==> config.mk <==
export PLATFORM = sky130hd
export DESIGN_NAME = pixel_frame_sequencer
export DESIGN_NICKNAME = d
export VERILOG_FILES = /design/src/rtl/pixel_seq_pkg.sv /design/src/rtl/ramp_counter.sv /design/src/rtl/pixel_frame_sequencer.sv
export SDC_FILE = /design/constraint.sdc
export NUM_CORES = 1
export LEC_CHECK = 0
export BUFFER_PORTS_ARGS = -buffer_cell sky130_fd_sc_hd__buf_2
export CAP_MARGIN = 40
export CORE_MARGIN = 5
export CORE_UTILIZATION = 55
export CTS_CLUSTER_SIZE = 12
export DETAILED_ROUTE_END_ITERATION = 10
export GPL_ROUTABILITY_DRIVEN = 0
export PLACE_DENSITY = 0.88
export SLEW_MARGIN = 20
export SYNTH_ARGS = -nofsm -noshare
export SYNTH_HDL_FRONTEND = slang
export SYNTH_HIERARCHICAL = 1
export SYNTH_SLANG_ARGS = --single-unit
export TNS_END_PERCENT = 50
==> constraint.sdc <==
create_clock -name CLK -period 3.5 [get_ports CLK]
set_clock_uncertainty 0.15 [all_clocks]
set_input_delay 0.525 -clock CLK [delete_from_list [all_inputs] [get_ports CLK]]
set_output_delay 0.525 -clock CLK [all_outputs]
set_load 0.02 [all_outputs]
==> src/rtl/pixel_seq_pkg.sv <==
// pixel_seq_pkg: state encoding, default parameters and Gray helper for the pixel frame sequencer
package pixel_seq_pkg;
    typedef enum logic [2:0] {
        ST_IDLE,
        ST_ERASE,
        ST_EXPOSE,
        ST_CONVERT,
        ST_READ_SETTLE,
        ST_READ_HOLD,
        ST_DONE
    } seq_state_e;
    localparam int ADC_W_DEF         = 8;
    localparam int ERASE_CYCLES_DEF  = 5;
    localparam int SETTLE_CYCLES_DEF = 3;
    function automatic logic [31:0] bin2gray(input logic [31:0] b);
        return b ^ (b >> 1);
    endfunction
endpackage

==> src/rtl/ramp_counter.sv <==
// ramp_counter: clear/enable ramp counter with registered code output (Gray-coded when GRAY_COUNT_EN is defined)
//   clk_i, rst_i : clock, synchronous active-high reset
//   clr_i        : force count to 0 (priority over en_i)
//   en_i         : advance count by one
//   code_o       : registered ramp code (binary, or Gray of the count under GRAY_COUNT_EN)
module ramp_counter import pixel_seq_pkg::*; #(
    parameter int ADC_W = ADC_W_DEF
) (
    input  logic             clk_i,
    input  logic             rst_i,
    input  logic             clr_i,
    input  logic             en_i,
    output logic [ADC_W-1:0] code_o
);
    logic [ADC_W-1:0] cnt_q, cnt_d, code_q, code_d;
    always_comb begin
        cnt_d = clr_i ? '0 : en_i ? cnt_q + ADC_W'(1) : cnt_q;
`ifdef GRAY_COUNT_EN
        code_d = ADC_W'(bin2gray(32'(cnt_d)));
`else
        code_d = cnt_d;
`endif
    end
    always_ff @(posedge clk_i) begin
        if (rst_i) begin
            cnt_q  <= '0;
            code_q <= '0;
        end else begin
            cnt_q  <= cnt_d;
            code_q <= code_d;
        end
    end
    assign code_o = code_q;
endmodule

==> src/rtl/pixel_frame_sequencer.sv <==
// pixel_frame_sequencer: sequences erase/expose/ramp-convert/row-readout of one pixel-array frame
//   CLK, RESET          : clock, synchronous active-high reset
//   START, EXPOSE_CYCLES: frame start (IDLE only) and exposure length latched at start (0 acts as 1)
//   ERASE/EXPOSE/CONVERT/READ : mutually exclusive phase strobes, READ one-hot per row
//   ADC_CODE            : ramp code (Gray-coded when GRAY_COUNT_EN is defined)
//   PIXEL_DATA          : row data from the array, captured on the last settle cycle
//   OUT_DATA/OUT_ROW/OUT_VALID/OUT_READY : captured row handed downstream over valid/ready
//   BUSY, FRAME_DONE    : not-idle flag and one-cycle end-of-frame pulse
module pixel_frame_sequencer import pixel_seq_pkg::*; #(
    parameter int NROWS         = 2,
    parameter int ADC_W         = ADC_W_DEF,
    parameter int ERASE_CYCLES  = ERASE_CYCLES_DEF,
    parameter int SETTLE_CYCLES = SETTLE_CYCLES_DEF
) (
    input  logic             CLK,
    input  logic             RESET,
    input  logic             START,
    input  logic [15:0]      EXPOSE_CYCLES,
    output logic             ERASE,
    output logic             EXPOSE,
    output logic             CONVERT,
    output logic [NROWS-1:0] READ,
    output logic [ADC_W-1:0] ADC_CODE,
    input  logic [15:0]      PIXEL_DATA,
    output logic [15:0]      OUT_DATA,
    output logic [2:0]       OUT_ROW,
    output logic             OUT_VALID,
    input  logic             OUT_READY,
    output logic             BUSY,
    output logic             FRAME_DONE
);
    // phase counter must hold both a 16-bit exposure and a full ramp length
    localparam int CW = (ADC_W > 16) ? ADC_W : 16;
    localparam logic [CW-1:0] CONV_LAST   = CW'((64'd1 << ADC_W) - 64'd1);
    localparam logic [CW-1:0] ERASE_LAST  = CW'(ERASE_CYCLES - 1);
    localparam logic [CW-1:0] SETTLE_LAST = CW'(SETTLE_CYCLES - 1);
    seq_state_e  state_q, state_d;
    logic [CW-1:0] cnt_q, cnt_d;
    logic [15:0] exp_q, exp_d;
    logic [2:0]  row_q, row_d;
    logic [15:0] out_data_q;
    logic [2:0]  out_row_q;
    logic        busy_q;
    logic        last;
    logic        capture;
    assign last    = cnt_q == '0;
    assign capture = (state_q == ST_READ_SETTLE) && last;
    always_ff @(posedge CLK) begin
        if (RESET) begin
            state_q    <= ST_IDLE;
            cnt_q      <= '0;
            exp_q      <= '0;
            row_q      <= '0;
            out_data_q <= '0;
            out_row_q  <= '0;
            busy_q     <= 1'b0;
        end else begin
            state_q    <= state_d;
            cnt_q      <= cnt_d;
            exp_q      <= exp_d;
            row_q      <= row_d;
            out_data_q <= capture ? PIXEL_DATA : out_data_q;
            out_row_q  <= capture ? row_q : out_row_q;
            busy_q     <= state_d != ST_IDLE;
        end
    end
    always_comb begin
        state_d = state_q;
        cnt_d   = last ? cnt_q : cnt_q - CW'(1);
        exp_d   = exp_q;
        row_d   = row_q;
        case (state_q)
            ST_IDLE: if (START) begin
                state_d = ST_ERASE;
                cnt_d   = ERASE_LAST;
                exp_d   = (EXPOSE_CYCLES == '0) ? 16'd1 : EXPOSE_CYCLES;
                row_d   = '0;
            end
            ST_ERASE: if (last) begin
                state_d = ST_EXPOSE;
                cnt_d   = CW'(exp_q - 16'd1);
            end
            ST_EXPOSE: if (last) begin
                state_d = ST_CONVERT;
                cnt_d   = CONV_LAST;
            end
            ST_CONVERT: if (last) begin
                state_d = ST_READ_SETTLE;
                cnt_d   = SETTLE_LAST;
                row_d   = '0;
            end
            ST_READ_SETTLE: if (last) state_d = ST_READ_HOLD;
            ST_READ_HOLD: if (OUT_READY) begin
                state_d = (row_q == 3'(NROWS - 1)) ? ST_DONE : ST_READ_SETTLE;
                cnt_d   = SETTLE_LAST;
                row_d   = (row_q == 3'(NROWS - 1)) ? row_q : row_q + 3'd1;
            end
            ST_DONE: state_d = ST_IDLE;
            default: state_d = ST_IDLE;
        endcase
    end
    always_comb begin
        ERASE      = state_q == ST_ERASE;
        EXPOSE     = state_q == ST_EXPOSE;
        CONVERT    = state_q == ST_CONVERT;
        READ       = (state_q == ST_READ_SETTLE) ? NROWS'(1) << row_q : '0;
        OUT_VALID  = state_q == ST_READ_HOLD;
        FRAME_DONE = state_q == ST_DONE;
        OUT_DATA   = out_data_q;
        OUT_ROW    = out_row_q;
        BUSY       = busy_q;
    end
    // the last ramp step is not taken so ADC_CODE holds the final code after CONVERT
    ramp_counter #(.ADC_W(ADC_W)) u_ramp (
        .clk_i  (CLK),
        .rst_i  (RESET),
        .clr_i  ((state_q == ST_IDLE) && START),
        .en_i   ((state_q == ST_CONVERT) && !last),
        .code_o (ADC_CODE)
    );
endmodule
==> results of run 1 <==
flip-flops by register name, summed over array words and instances, names as in the netlist:
signal and cells:
OUT_DATA 16, cnt_q 16, exp_q 16, u_ramp/code_o 8, state_q 3, row_q 3, BUSY 1, OUT_ROW 3
cell usage in the layout (no fill, tap or decap), types with 4 or more instances in the layout:
cell type / count
a21oi_1: 52
and3_1: 4
buf_2: 70
clkbuf_8: 9
dfxtp_1: 66
ha_1: 7
inv_1: 10
nand2_1: 90
nand2b_1: 5
nand3_1: 11
nand4_1: 4
nor2_1: 35
nor2b_1: 5
nor3_1: 15
nor4_1: 10
o21ai_0: 15
o22ai_1: 5
o32ai_1: 4
or3_1: 8
xnor2_1: 12
xor2_1: 10
path summary, 6_finish.rpt:
path / start / to / slack [ns] / cells after the start
setup / recovery: state_q[2]$_SDFF_PP0_ / READ[1] / 0.66 / 4
hold reg to reg: OUT_ROW[0]$_SDFFE_PP0P_ / OUT_ROW[0]$_SDFFE_PP0P_ / 0.30 / 2
setup reg to reg: state_q[0]$_SDFF_PP0_ / u_ramp/code_o[6]$_SDFFE_PP0P_ / 0.89 / 6
hold / removal: PIXEL_DATA[0] / OUT_DATA[0]$_SDFFE_PP0P_ / 0.26 / 3
metal layers:
layer / track usage / up-vias / part of all wire
met5: 0 / - / 0
met4: 0.0697 / 0 / 0.021
met3: 0.0851 / 24 / 0.097
met2: 0.365 / 159 / 0.48
met1: 0.264 / 1617 / 0.40
li1: - / 1738 / -
critical path, cell delays in order (launching register included):
cell and delay, ns:
dfxtp_1 0.85, or2b_2 0.39, nor2_1 0.23, and3_1 0.19, buf_2 0.16
final cells by class:
class	instances	area, um^2	area share
Tap cell	77	96.3	0.0233
Clock inverter	5	78.8	0.0191
Timing Repair Buffer	73	373	0.0904
Inverter	12	45.0	0.0109
Multi-Input combinational cell	355	2080	0.504
Sequential cell	66	1320	0.320
Clock buffer	11	131	0.0318
power by group through the flow:
stage               clock network (mW)  logic [mW]  registers [mW]
global route                     0.735        1.76            1.08
CTS                              0.698        1.57            1.05
global placement                     0        1.50            1.06
finish                           0.689        1.59            1.06
floorplan                            0        1.32           0.996
detailed placement                   0        1.55            1.07
stage by stage:
stage                      util  power [mW]  area, um^2
final                     0.646        3.34        4130
after global routing      0.646        3.57        4130
after CTS                 0.646        3.32        4130
after detailed placement  0.613        2.62        3920
after global placement    0.613        2.56        3920
after floorplan               -        2.32        3620
cell families after synthesis:
kind of cell,after synthesis,share of synthesized area
and+or+nand+nor,213,0.300
buffers and inverters,36,0.0595
DFF,66,0.365
xor gates and xnor gates,22,0.0533
AOI/OAI and AO/OA,109,0.187
adders and majority gates,7,0.0242
muxes,4,0.0114
==> flow_summary.toml, run 1 <==
[clock_network]
post-cts-setup-buffer-count = 0
cts_made_buffers = 9
cts_tree = "done"
cts.sinks = 66
cts-hold-fix-buffers = 0
cts_resized = 0
clk_pin_slew_ns = 0.07
clock_latency_ns = 0.35
cts_root_buf = "clkbuf_8"
h-tree-depth = 3
cts_max_path_buffers = 2

[logic_synthesis]
synthArstFlopShare = 0
synth_edf_count = 0
synthTopCellsByArea = "dfxtp_1 37%, nand2_1 9.3%, a21oi_1 7.2%"
synthesis.nets = 500
ys_top_cells_by_count = "90 x nand2_1, 66 x dfxtp_1, 52 x a21oi_1"
yosysWarnings = 6
syn_avg_cell_area_um2 = 7.92
netlist_area_mm2 = 0.00362
synth_cells = 457
ys.flop_type = "dfxtp_1"
synth_largest_area_cell = "dfxtp_1"
netlist-cell-type-count = 75
synth_top_area_share = 0.365
yosysMostFrequentCell = "nand2_1"
yosysSeqAreaShare = 0.365
ys_seq_elements = 66

[sta]
worst_pin_slew_ns = 0.809
min_period_over_period = 0.813
rsz0062_at_grt = "false"
setup_violations = 0
slew_viol_final = 0
fmax_mhz = 352
fin_ws_ns = 0.655
tns_ns = 0
fin_crit_ns = 2.84
relSlewSlack = 0.460
hold_viol = 0
holdWs_ns = 0.260

[global_route]
grt_pass1_wl_um = 15100
grt_pass1_vias = 3284
antenna_found_initial = 0
grt_usage = 0.221
overflow = 0
grt_max_degree = 30

[setup_path]
critPathLaunchType = "flop"
crit_type = "flop to output port"
critPathMaxFanout = 26
critPathRequiredTime_ns = 2.82
end_kind = "output port"
arrival_ns = 2.17

[final_layout]
area_growth_pct = 14.1
drive_gt1_frac = 0.216
diodes = 0
fin_cells = 599
fin_nets = 560
fillers = 537

[route]
routedWlPerCell_um = 15.2
drt.antenna.violating_nets = 0
drcViolationCount = 0
firstDrtPassIters = 6
first_iter_violations = 370
wirelength_um = 9110
routed-via-count = 3538
detail_route.vias_per_cell = 5.91

[pwr]
switching_power_mw = 1.44
cellPowerDensity_mw_per_mm2 = 809
combinationalPowerShare = 0.477
vdd_drop_max_mv = 0.597
switching_share = 0.431
pwr-share-clk = 0.206
p_int_mw = 1.90
p_seq_frac = 0.316
p_leak_nw = 1.68

[floorplanning]
die_x_um = 91.1
start_util = 0.566
chipHeight_um = 91.1
core-area_mm2 = 0.00639
ioPinCount = 71
rows = 29
dieArea_mm2 = 0.00830

[placement]
post-dp-hpwl_um = 6540
dp.cells = 583
io_buffer_count = 70
pre_cts_slack_ns = 1.00

[worst_hold_path]
hp-class = "primary input to flop"

[flow_run]
cap_violations = 0

[run_status]
status = "finished clean"
Power figures use the tool's default switching activity.
==> run 2, diff against run 1 <==
--- a/config.mk
+++ b/config.mk
@@ -8,11 +8,11 @@
 export BUFFER_PORTS_ARGS = -buffer_cell sky130_fd_sc_hd__buf_2
 export CAP_MARGIN = 40
 export CORE_MARGIN = 5
-export CORE_UTILIZATION = 55
+export CORE_UTILIZATION = 50
 export CTS_CLUSTER_SIZE = 12
 export DETAILED_ROUTE_END_ITERATION = 10
 export GPL_ROUTABILITY_DRIVEN = 0
-export PLACE_DENSITY = 0.88
+export PLACE_DENSITY = 0.84
 export SLEW_MARGIN = 20
 export SYNTH_ARGS = -nofsm -noshare
 export SYNTH_HDL_FRONTEND = slang
==> constraint.sdc (replaced) <==
create_clock -name CLK -period 2.61 [get_ports CLK]
set_clock_uncertainty 0.15 [all_clocks]
set_input_delay 0.3915 -clock CLK [delete_from_list [all_inputs] [get_ports CLK]]
set_output_delay 0.3915 -clock CLK [all_outputs]
set_load 0.02 [all_outputs]
==> flow_summary.toml, run 2 (synthesized netlist as in run 1, its figures left out) <==
[run_status]
status = "finished clean"

[floorplanning]
core-area_mm2 = 0.00714
die_x_um = 95.1
chipHeight_um = 95.1
ioPinCount = 71
dieArea_mm2 = 0.00904
start_util = 0.507
rows = 31

[clock_network]
cts-hold-fix-buffers = 0
cts.sinks = 66
h-tree-depth = 3
clock_latency_ns = 0.34
cts_tree = "done"
clk_pin_slew_ns = 0.08
cts_made_buffers = 9
cts_root_buf = "clkbuf_8"
cts_max_path_buffers = 2

[route]
wirelength_um = 9370
first_iter_violations = 283
detail_route.vias_per_cell = 5.73
routed-via-count = 3579
routedWlPerCell_um = 15.0
drt.antenna.violating_nets = 0
drcViolationCount = 0
firstDrtPassIters = 7

[final_layout]
seqCellArea_mm2 = 0.00132
diodes = 0
area_growth_pct = 16.3
fin_area_mm2 = 0.00421
drive_gt1_frac = 0.228
mostFrequentLayoutCell = "nand2_1"
fin_nets = 564
fillers = 683
multi_input_area_mm2 = 0.00209
mostFrequentLayoutCells = "90 x nand2_1, 70 x buf_2, 65 x dfxtp_1"
fin_cells = 625

[worst_hold_path]
hold_start = "PIXEL_DATA[8]"
hp-class = "primary input to flop"

[global_route]
antenna_found_initial = 0
overflow = 0
grt_pass1_wl_um = 15500
grt_usage = 0.215
grt_pass1_vias = 3410
grt_max_degree = 34

[pwr]
switching_share = 0.432
vdd_drop_max_mv = 0.587
combinationalPowerShare = 0.478
p_leak_nw = 1.70
cellPowerDensity_mw_per_mm2 = 1090
finalPower_mw = 4.59
p_seq_frac = 0.310
pwr-share-clk = 0.212
p_int_mw = 2.60
switching_power_mw = 1.98

[sta]
fin_ws_ns = 0.148
min_period_over_period = 0.943
worst_pin_slew_ns = 0.617
setup_violations = 0
slew_viol_final = 0
fmax_mhz = 406
fin_crit_ns = 2.46
hold_viol = 0
relSlewSlack = 0.585
holdWs_ns = 0.126

[setup_path]
crit_start = "cnt_q[0]$_SDFF_PP0_"
critPathRequiredTime_ns = 2.74
rrSetupSlack_ns = 0.15
critPathLaunchType = "flop"
critPathMaxFanout = 11
end_kind = "flop"
reg2reg_from = "cnt_q[0]$_SDFF_PP0_"
arrival_ns = 2.60
crit_type = "flop to flop"

[placement]
io_buffer_count = 70
place_area_mm2 = 0.00397
dp.cells = 608
pre_cts_slack_ns = 0.0251
post-dp-hpwl_um = 6800

[flow_run]
cap_violations = 0
-- run 2: metrics by stage --
step | setup TNS [ns] | util
2_1_floorplan | 0 | -
3_3_place_gp | 0 | 0.556
3_5_place_dp | 0 | 0.556
4_1_cts | 0 | 0.587
5_1_grt | -0.0125 | 0.589
6_report | 0 | 0.589
-- run 2: path summary, 6_finish.rpt --
kind | endpoint | cells after the start
min | OUT_DATA[8]$_SDFFE_PP0P_ | 3
min reg2reg | OUT_DATA[4]$_SDFFE_PP0P_ | 2
max | cnt_q[0]$_SDFF_PP0_ | 9
max reg2reg | cnt_q[0]$_SDFF_PP0_ | 9
-- run 2: worst max-delay path, stage by stage, from the launching register on --
cell	delay (ns)
dfxtp_2	0.35
inv_1	0.09
ha_1	0.21
nor3b_4	0.28
nand3_2	0.18
nor2_4	0.19
inv_2	0.13
ha_1	0.30
o32ai_1	0.35
a32o_1	0.17
-- run 2: routing by layer --
layer / up-vias / share of wire / track usage
met3: 20 / 0.083 / 0.0513
met1: 1671 / 0.41 / 0.265
met4: 0 / 0.018 / 0.0829
met5: - / 0 / 0
li1: 1746 / - / -
met2: 142 / 0.48 / 0.363
-- run 2: repair_timing --
action / 4_1_cts / 5_1_grt
setup buffers: 0 / 1
endpoints found under the setup margin: 0 / 31
resized for setup: 0 / 2
-- run 2: cell type report --
class,count,share of cell area
Multi-Input combinational cell,355,0.496
Sequential cell,66,0.314
Timing Repair Buffer,77,0.0958
Clock buffer,9,0.0294
Tap cell,99,0.0294
Clock inverter,7,0.0241
Inverter,12,0.0107
-- run 2: power by group through the flow --
stage	sequential (mW)	combinational [mW]	clock, mW
after floorplan	1.34	1.77	0
after detailed placement	1.43	2.11	0
final	1.42	2.19	0.973
after global routing	1.45	2.43	1.03
after global placement	1.42	2.05	0
after CTS	1.41	2.13	0.995
